[src/rtl/vga_scene_pkg.sv]
// Shared VGA 640x480@60 timing constants and pipeline record types for the
// scene renderer and its timing generator.
package vga_scene_pkg;

    // Horizontal timing in pixel clocks
    localparam int H_VISIBLE = 640;
    localparam int H_FP      = 16;
    localparam int H_SYNC    = 96;
    localparam int H_BP      = 48;
    localparam int H_TOTAL   = H_VISIBLE + H_FP + H_SYNC + H_BP;

    // Vertical timing in lines
    localparam int V_VISIBLE = 480;
    localparam int V_FP      = 10;
    localparam int V_SYNC    = 2;
    localparam int V_BP      = 33;
    localparam int V_TOTAL   = V_VISIBLE + V_FP + V_SYNC + V_BP;

    // Inclusive sync windows (active low while inside)
    localparam int H_SYNC_START = H_VISIBLE + H_FP;
    localparam int H_SYNC_END   = H_SYNC_START + H_SYNC - 1;
    localparam int V_SYNC_START = V_VISIBLE + V_FP;
    localparam int V_SYNC_END   = V_SYNC_START + V_SYNC - 1;

    // Largest on-screen coordinates
    localparam int X_MAX = H_VISIBLE - 1;
    localparam int Y_MAX = V_VISIBLE - 1;

    // Row on which the next frame's scene is latched (first blanking line)
    localparam int CAPTURE_LINE = V_VISIBLE;

    // Stage-1 record: hit terms plus the syncs that travel alongside them
    typedef struct packed {
        logic visible;
        logic bird_hit;
        logic pipe_hit;
        logic h_sync;
        logic v_sync;
    } stage1_t;

    // Idle value of the stage-1 record: black pixel, syncs inactive (high)
    localparam stage1_t STAGE1_IDLE = '{
        visible:  1'b0,
        bird_hit: 1'b0,
        pipe_hit: 1'b0,
        h_sync:   1'b1,
        v_sync:   1'b1
    };

endpackage

[src/rtl/vga_scene_renderer_timing.sv]
// Raster counters, active-low sync decode and visible-area flag.
// Counters advance only on pixel-rate enable cycles.
module vga_timing
    import vga_scene_pkg::*;
#(
    parameter int CW = 10
) (
    input  logic          clk,
    input  logic          reset,
    input  logic          pix_en,
    output logic [CW-1:0] hcnt,
    output logic [CW-1:0] vcnt,
    output logic          h_sync,
    output logic          v_sync,
    output logic          visible
);

    logic [CW-1:0] hcnt_reg;
    logic [CW-1:0] vcnt_reg;
    logic          h_last;
    logic          v_last;

    assign h_last = (hcnt_reg == CW'(H_TOTAL - 1));
    assign v_last = (vcnt_reg == CW'(V_TOTAL - 1));

    // Raster position: pixel counter wraps each line, line counter each frame
    always_ff @(posedge clk) begin
        if (reset) begin
            hcnt_reg <= '0;
            vcnt_reg <= '0;
        end else if (pix_en) begin
            if (h_last) begin
                hcnt_reg <= '0;
                if (v_last) begin
                    vcnt_reg <= '0;
                end else begin
                    vcnt_reg <= vcnt_reg + CW'(1);
                end
            end else begin
                hcnt_reg <= hcnt_reg + CW'(1);
            end
        end
    end

    // Sync and visible decode for the current raster position
    always_comb begin
        h_sync  = !((hcnt_reg >= CW'(H_SYNC_START)) && (hcnt_reg <= CW'(H_SYNC_END)));
        v_sync  = !((vcnt_reg >= CW'(V_SYNC_START)) && (vcnt_reg <= CW'(V_SYNC_END)));
        visible = (hcnt_reg < CW'(H_VISIBLE)) && (vcnt_reg < CW'(V_VISIBLE));
    end

    assign hcnt = hcnt_reg;
    assign vcnt = vcnt_reg;

endmodule

[src/rtl/vga_scene_renderer.sv]
// Flappy-style scene renderer: one bird box over up to NUM_PIPES pipe
// channels on a 640x480 raster. Scene inputs are latched once per frame in
// vertical blanking so a frame never mixes old and new positions. Two
// pixel-enable stages (hit terms, then colour) with syncs delayed alongside.
module vga_scene_renderer
    import vga_scene_pkg::*;
#(
    parameter int NUM_PIPES = 4,
    parameter int PIPE_W    = 80,
    parameter int GAP_H     = 100,
    parameter int BIRD_HALF = 10,
    parameter int CW        = 10
) (
    input  logic                    clk,
    input  logic                    reset,
    input  logic                    pix_en,
    input  logic [CW-1:0]           bird_x,
    input  logic [CW-1:0]           bird_y,
    input  logic [NUM_PIPES*CW-1:0] pipe_x,
    input  logic [NUM_PIPES*CW-1:0] pipe_y,
    input  logic [NUM_PIPES-1:0]    pipe_valid,
    input  logic                    collision_clr,
    output logic                    vga_h_sync,
    output logic                    vga_v_sync,
    output logic                    vga_r,
    output logic                    vga_g,
    output logic                    vga_b,
    output logic                    frame_start,
    output logic                    collision
);

    // One extra bit so box edges never wrap around when adding offsets
    localparam int XW = CW + 1;

    // ---------------------------------------------------------------------
    // Raster timing
    // ---------------------------------------------------------------------
    logic [CW-1:0] hcnt;
    logic [CW-1:0] vcnt;
    logic          h_sync_raw;
    logic          v_sync_raw;
    logic          visible;

    vga_timing #(
        .CW (CW)
    ) u_timing (
        .clk     (clk),
        .reset   (reset),
        .pix_en  (pix_en),
        .hcnt    (hcnt),
        .vcnt    (vcnt),
        .h_sync  (h_sync_raw),
        .v_sync  (v_sync_raw),
        .visible (visible)
    );

    // ---------------------------------------------------------------------
    // Per-frame scene snapshot
    // ---------------------------------------------------------------------
    logic                    capture;
    logic [CW-1:0]           bird_x_reg;
    logic [CW-1:0]           bird_y_reg;
    logic [NUM_PIPES*CW-1:0] pipe_x_reg;
    logic [NUM_PIPES*CW-1:0] pipe_y_reg;
    logic [NUM_PIPES-1:0]    pipe_valid_reg;

    assign capture = pix_en && (hcnt == CW'(0)) && (vcnt == CW'(CAPTURE_LINE));

    // Latch scene inputs at the start of vertical blanking only
    always_ff @(posedge clk) begin
        if (reset) begin
            bird_x_reg     <= '0;
            bird_y_reg     <= '0;
            pipe_x_reg     <= '0;
            pipe_y_reg     <= '0;
            pipe_valid_reg <= '0;
        end else if (capture) begin
            bird_x_reg     <= bird_x;
            bird_y_reg     <= bird_y;
            pipe_x_reg     <= pipe_x;
            pipe_y_reg     <= pipe_y;
            pipe_valid_reg <= pipe_valid;
        end
    end

    // Pulse marks the very cycle the snapshot is taken; gated so reset
    // never lets it through even if the raster happens to sit on the line
    assign frame_start = capture && !reset;

    // ---------------------------------------------------------------------
    // Hit detection on the current raster position
    // ---------------------------------------------------------------------
    logic [XW-1:0] px;
    logic [XW-1:0] py;
    logic [XW-1:0] bird_xe;
    logic [XW-1:0] bird_ye;
    logic [XW-1:0] bird_xs;
    logic [XW-1:0] bird_ys;
    logic [XW-1:0] bird_left;
    logic [XW-1:0] bird_right;
    logic [XW-1:0] bird_top;
    logic [XW-1:0] bird_bottom;
    logic          bird_hit;

    assign px      = {1'b0, hcnt};
    assign py      = {1'b0, vcnt};
    assign bird_xe = {1'b0, bird_x_reg};
    assign bird_ye = {1'b0, bird_y_reg};
    assign bird_xs = bird_xe + XW'(BIRD_HALF);
    assign bird_ys = bird_ye + XW'(BIRD_HALF);

    // Bird box, clamped to the screen so a bird near an edge is cut off
    always_comb begin
        bird_left   = (bird_xe >= XW'(BIRD_HALF)) ? (bird_xe - XW'(BIRD_HALF)) : '0;
        bird_top    = (bird_ye >= XW'(BIRD_HALF)) ? (bird_ye - XW'(BIRD_HALF)) : '0;
        bird_right  = (bird_xs > XW'(X_MAX)) ? XW'(X_MAX) : bird_xs;
        bird_bottom = (bird_ys > XW'(Y_MAX)) ? XW'(Y_MAX) : bird_ys;
        bird_hit    = (px >= bird_left) && (px <= bird_right) &&
                      (py >= bird_top)  && (py <= bird_bottom);
    end

    logic [NUM_PIPES-1:0] pipe_hit_vec;
    logic                 pipe_hit;

    // One comparator set per pipe channel: column span minus the open gap
    generate
        for (genvar gi = 0; gi < NUM_PIPES; gi++) begin : g_pipe
            logic [XW-1:0] left;
            logic [XW-1:0] right_raw;
            logic [XW-1:0] right;
            logic [XW-1:0] gap_top;
            logic [XW-1:0] gap_bottom;
            logic          in_column;
            logic          in_solid;

            assign left       = {1'b0, pipe_x_reg[gi*CW +: CW]};
            assign right_raw  = left + XW'(PIPE_W - 1);
            assign right      = (right_raw > XW'(X_MAX)) ? XW'(X_MAX) : right_raw;
            assign gap_top    = {1'b0, pipe_y_reg[gi*CW +: CW]};
            assign gap_bottom = gap_top + XW'(GAP_H);
            assign in_column  = (px >= left) && (px <= right);
            assign in_solid   = (py < gap_top) || (py >= gap_bottom);

            assign pipe_hit_vec[gi] = pipe_valid_reg[gi] && in_column && in_solid;
        end
    endgenerate

    assign pipe_hit = |pipe_hit_vec;

    // ---------------------------------------------------------------------
    // Two-stage pixel pipeline
    // ---------------------------------------------------------------------
    stage1_t s1_reg;
    logic    vga_r_reg;
    logic    vga_g_reg;
    logic    vga_b_reg;
    logic    vga_h_sync_reg;
    logic    vga_v_sync_reg;

    // Stage 1: register hit terms together with the raw syncs
    always_ff @(posedge clk) begin
        if (reset) begin
            s1_reg <= STAGE1_IDLE;
        end else if (pix_en) begin
            s1_reg.visible  <= visible;
            s1_reg.bird_hit <= bird_hit;
            s1_reg.pipe_hit <= pipe_hit;
            s1_reg.h_sync   <= h_sync_raw;
            s1_reg.v_sync   <= v_sync_raw;
        end
    end

    // Stage 2: resolve colour (bird over pipe over black), syncs follow
    always_ff @(posedge clk) begin
        if (reset) begin
            vga_r_reg      <= 1'b0;
            vga_g_reg      <= 1'b0;
            vga_b_reg      <= 1'b0;
            vga_h_sync_reg <= 1'b1;
            vga_v_sync_reg <= 1'b1;
        end else if (pix_en) begin
            vga_r_reg      <= s1_reg.visible && s1_reg.bird_hit;
            vga_g_reg      <= s1_reg.visible && !s1_reg.bird_hit && s1_reg.pipe_hit;
            vga_b_reg      <= 1'b0;
            vga_h_sync_reg <= s1_reg.h_sync;
            vga_v_sync_reg <= s1_reg.v_sync;
        end
    end

    assign vga_r      = vga_r_reg;
    assign vga_g      = vga_g_reg;
    assign vga_b      = vga_b_reg;
    assign vga_h_sync = vga_h_sync_reg;
    assign vga_v_sync = vga_v_sync_reg;

    // ---------------------------------------------------------------------
    // Sticky collision flag
    // ---------------------------------------------------------------------
    logic collision_reg;
    logic collision_set;

    assign collision_set = pix_en && visible && bird_hit && pipe_hit;

    // Set has priority over clear so an overlap is never lost to a clear
    always_ff @(posedge clk) begin
        if (reset) begin
            collision_reg <= 1'b0;
        end else if (collision_set) begin
            collision_reg <= 1'b1;
        end else if (collision_clr) begin
            collision_reg <= 1'b0;
        end
    end

    assign collision = collision_reg;

endmodule

[config.mk]
export PLATFORM = sky130hd
export DESIGN_NAME = vga_scene_renderer
export DESIGN_NICKNAME = d
export VERILOG_FILES = /design/src/rtl/vga_scene_pkg.sv /design/src/rtl/vga_scene_renderer_timing.sv /design/src/rtl/vga_scene_renderer.sv
export SDC_FILE = /design/constraint.sdc
export NUM_CORES = 1
export LEC_CHECK = 0
export BUFFER_PORTS_ARGS = -buffer_cell sky130_fd_sc_hd__buf_2
export CAP_MARGIN = 20
export CORE_MARGIN = 2
export CORE_UTILIZATION = 40
export DETAILED_ROUTE_END_ITERATION = 10
export GPL_TIMING_DRIVEN = 0
export SLEW_MARGIN = 20
export SYNTH_ARGS = -nofsm -noshare
export SYNTH_HDL_FRONTEND = slang
export SYNTH_SLANG_ARGS = --single-unit
[constraint.sdc]
create_clock -name clk -period 4.85 [get_ports clk]
set_input_delay 0 -clock clk [delete_from_list [all_inputs] [get_ports clk]]
set_output_delay 0 -clock clk [all_outputs]
set_load 0.02 [all_outputs]
-- Yosys cells after proc, flatten, opt, wreduce, memory -nomap -nowiden
Cells that the tools add are included.
- bits in registers: 134
- bits of input ports: 108
- output and inout bits: 7
- logic and storage cells: 119
- add/subtract/negate cells: 14
- order comparisons: 34
- equality and inequality tests: 3
- mux-type cells: 12
- reductions and logical operators: 39
- operators by type and width (operator ; number):
    adder 10 x 7 -> 11 bit (second input constant) ; 8
    two-way mux 11 bit ; 8
    >= comparator 10 x 11 -> 1 bit ; 6
    <= comparator 10 x 11 -> 1 bit ; 6
    > comparator 11 x 10 -> 1 bit (second input constant) ; 5
    >= comparator 10 bit ; 4
    less-than comparator 10 bit ; 4
    logical AND 1 bit ; 27
    adder 10 x 4 -> 11 bit (second input constant) ; 2
    subtractor 10 x 4 -> 11 bit (second input constant) ; 2
    adder 10 x 1 -> 10 bit (second input constant) ; 2
    equality test 10 bit (second input constant) ; 2
    >= comparator 10 x 4 -> 1 bit (second input constant) ; 2
    two-way mux 10 bit ; 2
    > comparator 11 x 9 -> 1 bit (second input constant) ; 1
    equality test 10 x 9 -> 1 bit (second input constant) ; 1
    >= comparator 10 bit (second input constant) ; 1
    >= comparator 10 x 9 -> 1 bit (second input constant) ; 1
    <= comparator 10 bit (second input constant) ; 1
    <= comparator 10 x 9 -> 1 bit (second input constant) ; 1
    logical NOT 10 bit ; 1
    less-than comparator 10 bit (second input constant) ; 1
    less-than comparator 10 x 9 -> 1 bit (second input constant) ; 1
    logical NOT 1 bit ; 4
    other kinds (5) ; 9

-- Logic depth before layout (Yosys ltp)
- depth after elaboration: 10
- mapped depth: 19
- mapped depth without buffers: 19

-- Cells and area by module
From an unflattened synthesis, not the netlist that was laid out.
- cell total of the unflattened synthesis: 1577
- area, all modules: 12021.5 um^2
- modules (own cells, without submodules) (module ; instances ; cells each ; area each (um^2) ; seq. area each (um^2)):
    vga_scene_renderer ; 1 ; 1451 ; 10939.2 ; 2282.2
    vga_timing ; 1 ; 126 ; 1082.3 ; 400.4

-- Least setup slack after synthesis
OpenSTA, ideal clock, no wires.
- path type: reg-to-reg
- start point: register pipe_x_reg[30]
- end point: register collision_reg, in the netlist collision
- library setup time: 0.116 ns
- arrival: 3.956 ns
- data required time: 4.734 ns
- path slack: 0.778 ns
- cell stages (with the launch flop): 19
- path buffers: 0
- clock period less this slack: 4.072 ns
- path through: dfxtp_1 inv_1 ha_1 nor3b_1 nor3_1 xnor2_1 nand4_1 o21ai_1 o21ai_0 a211oi_1 nor2_1 ha_1 nand4_1 a21oi_1 nor3_1 or3_1 and4b_1 or4_1 a41o_1
- word-level cells in the longest chain between the ends: 10
- elaborated cells on any way between the ends: 12
- those cells by class: add/sub: 1; order compare: 3; mux: 2; reduce/logical: 6
- RTL lines (element ; line ; source):
    from (decl) ; vga_scene_renderer.sv:63 ; logic [NUM_PIPES*CW-1:0] pipe_x_reg;
    from (signal assigned) ; vga_scene_renderer.sv:80 ; pipe_x_reg <= pipe_x;
    adder 10 x 7 -> 11 bit ; vga_scene_renderer.sv:137 ; assign right_raw = left + XW'(PIPE_W - 1);
    > comparator 11 x 10 -> 1 bit ; vga_scene_renderer.sv:138 ; assign right = (right_raw > XW'(X_MAX)) ? XW'(X_MAX) : right_raw;
    two-way mux 11 bit ; vga_scene_renderer.sv:138 ;
    <= comparator 10 x 11 -> 1 bit ; vga_scene_renderer.sv:141 ; assign in_column = (px >= left) && (px <= right);
    logical AND 1 bit * ; vga_scene_renderer.sv:141 ;
    logical AND 1 bit * (2 in series) ; vga_scene_renderer.sv:144 ; assign pipe_hit_vec[gi] = pipe_valid_reg[gi] && in_column && in_solid;
    OR reduction 4 bit * ; vga_scene_renderer.sv:148 ; assign pipe_hit = |pipe_hit_vec;
    logical AND 1 bit * ; vga_scene_renderer.sv:202 ; assign collision_set = pix_en && visible && bird_hit && pipe_hit;
    two-way mux 1 bit / nonzero test 2 bit (equally long branches) ; - ;
    to (signal assigned) ; vga_scene_renderer.sv:207 ; collision_reg <= 1'b0;
    to (signal assigned) ; vga_scene_renderer.sv:209 ; collision_reg <= 1'b1;
    to (signal assigned) ; vga_scene_renderer.sv:211 ; collision_reg <= 1'b0;
    to (decl) ; vga_scene_renderer.sv:199 ; logic collision_reg;
Every way passes the cells marked *; elsewhere a longest branch is shown, timed or not.
A chain may end at the register's enable or synchronous reset.

-- Final worst setup path
Ends and elaborated chain as after synthesis.

==> results.txt <==
status - finished, final reports clean
HPWL after detailed placement - 24,400 µm
final core occ - 50.2%
clock skew - 0.0123 ns
cell taking the most area after synthesis - ha_1
full die area - 30,700 µm²
initial antenna violation count - 1
Max FO, Critical Path - 7
hold crit path type - in -> reg
Filler cells - 2,808
final global-route overflow total - 0
placed cell count - 2,059
Syn. warnings - 0
Netlist cell types - 69
final setup fails - 0
P&R area growth vs syn - 23.3%
Hold Slack - 0.0991 ns
setup_tns - 0 ns
main combinational cell family by area after synthesis - simple AND/OR/NAND/NOR gates
fin crit period - 4.48 ns
post-synthesis compound-gate area fraction - 19.2%
final instance area - 14,500 µm²
pwr/cell area - 184 nW/µm²
Final Cycle Share - 92.5%
synth top area cells - ha_1, dfxtp_1, nand2_1
crit-path cells - inv_1 > ha_1 > nor3b_1 > nor3_1 > xnor2_1 > nand4_1 > o21ai_1 > o21ai_0 > a211oi_2 > nor2_1 > ha_1 > nand4_1 > a21oi_1 > nor3_1 > or3_1 > and4b_1 > or4_1 > a41o_1
final std cells w/o fill - 2,196
Num CTS Buffers - 17
mux share of post-synthesis cell area - 0.523%
ys async rst share - 0%
kind of critical path - reg -> reg
synthesized area - 11,700 µm²
RSZ-0062 raised after global routing - yes
Leak - 5.74 nW
CP max stage delay - 0.54 ns
Die Ht - 175 µm
Required @ worst endpoint - 5.17 ns
Crit path max-delay family - simple AND/OR/NAND/NOR gates
first-pass detailed-route iteration total - 5
Ports - 115
Synth Area per Inst - 7.51 µm²
DRC viols - 0
top_reg_cell synth - dfxtp_1
Synth Area in XOR/XNOR - 5.68%
Longest Clk Path Bufs - 2
Vias per Instance - 5.28
Fin. Hold Viols - 0
share of the synthesized area in the top cell type - 22.9%
Worst VDD drop - 0.243 mV
DP Area - 12,800 µm²
Syn Nets - 1,885
fmax - 223 MHz
H-tree depth - 4
routed via count - 11,605
Routed WL - 33,800 µm
first-pass GRT wire length - 55,100 µm
clock latency on the worst-skew pair - 0.43 ns
Adder-Cell Fraction of Synth Area - 22.9%
Setup WS pre-CTS - -0.0880 ns
Buf+Inv Stages, Crit Path - 1
Setup WS post-layout - 0.366 ns
Pins Over Slew Limit - 0
R2R Setup Slk - 0.37 ns
gpl congestion - 0.864
Reg clk slew, reported paths - 0.06 ns
FP Rows - 62
Max Cap Viol - 0
I/O Buffers - 113
clk root buf - clkbuf_16
Starting Density - 40.7%
nets - 2,122
CTS tree - yes
largest net degree at the start of global routing - 18
area of the core - 28,800 µm²
Slew @ Worst Pin - 1.03 ns
register area - 2680 µm²
cell count after synthesis - 1,562
area occupied by multi-input gates - 8470 µm²
drt initial violations - 686
Synth Register Bits - 134
Max-slew headroom - 31.4%
crit start category - flop
Seq/Total Area, Yosys - 22.9%
# diodes - 0
GRT Total Usage - 22.2%
Die Wd - 175 µm
Critical Path AT - 4.80 ns
Post-synth EDFFs - 0
simple-gate share of the synthesized area - 23.6%
vias in the first global route - 11,068
detailed-route wire length per cell - 15.4 µm
fraction of layout cells with a size suffix above 1 - 9.44%
clk sink count - 134
crit end category - flop
CP max stage cell - or4_1
Detail Route Antenna Nets - 0
Total Power - 2.66 mW
==> cell families after synthesis <==
family                     after synthesis
DFF                                    134
xor gates and xnor gates                76
adders and majority gates              215
muxes                                    6
buffers and inverters                  157
other                                    2
and+or+nand+nor                        599
AOI/OAI and AO/OA                      373
==> repair_timing <==
item | 4_1_cts | 5_1_grt
setup endpoints to repair | 2 | 3
hold endpoints to repair | 105 | 0
resized for setup | 1 | 4
hold buffers | 105 | 0
buffers inserted | 0 | 0
pin swaps | 0 | 1
==> metal layers <==
metal	global-route usage, %	share of wire, %
met1	29.8	48
met5	0	0.038
met4	5.35	1.6
met2	37.2	46
met3	3.37	4.2
==> worst paths after layout <==
| path | start | end | cells past startpoint |
|---|---|---|---|
| max | pipe_x_reg[30] | collision | 18 |
| max reg2reg | pipe_x_reg[30] | collision | 18 |
| min | pix_en | u_timing.hcnt[4] | 4 |
| min reg2reg | pipe_y_reg[19] | pipe_y_reg[19] | 2 |
==> placed cells by master (no fill, tap or decap), types with 32 or more instances in the layout <==
master and n:
nand2_1 294, ha_1 215, a21oi_1 182, dfxtp_1 134
buf_2 122, dlygate4sd3_1 105, inv_1 95, nor2_1 92
xnor2_1 54, o21ai_0 53, clkbuf_1 50, nor3_1 35
nand3_1 32
==> area by class of cell <==
type / instances / share of cell area, %
multi-input combinational: 1271 / 58.6
sequential: 134 / 18.6
buffer: 61 / 1.69
clock buffer: 20 / 3.16
tap: 384 / 3.32
clock inverter: 12 / 1.00
timing repair buffer: 218 / 11.2
inverter: 96 / 2.49
==> synthesized netlist by cell type (3+ instances only) <==
library cell  count
nand2_1         294
ha_1            215
a21oi_1         182
dfxtp_1         134
inv_1            95
nor2_1           92
xnor2_1          54
o21ai_0          53
clkbuf_1         49
nor3_1           35
nand3_1          32
nand4_1          29
nand2b_1         23
xor2_1           22
a211oi_1         20
nor2b_1          20
a21o_1           17
a31oi_1          14
a2111oi_0        11
and3_1           11
nor4_1           11
o21a_1           11
and2_1           10
o21ai_1          10
or3_1            10
buf_2             9
o32ai_1           8
nor3b_1           7
o211ai_1          7
o31ai_1           7
nand3b_1          6
mux2i_1           5
a211o_1           3
o2111ai_1         3
or2_2             3
or4_1             3
==> tightest hold or removal path: cells and delay by family <==
family / cells / cell delay [ns]
simple gates: 2 / 0.27
buf+inv: 1 / 0.12
xor+xnor: 1 / 0.10
==> power breakdown <==
group          total, mW  internal [mW]  switching, mW
Combinational      0.193          0.115         0.0784
Sequential          1.11           1.10        0.00847
Clock               1.36          0.794          0.563
Total               2.66           2.01          0.650
(Power assumes the default switching activity.)
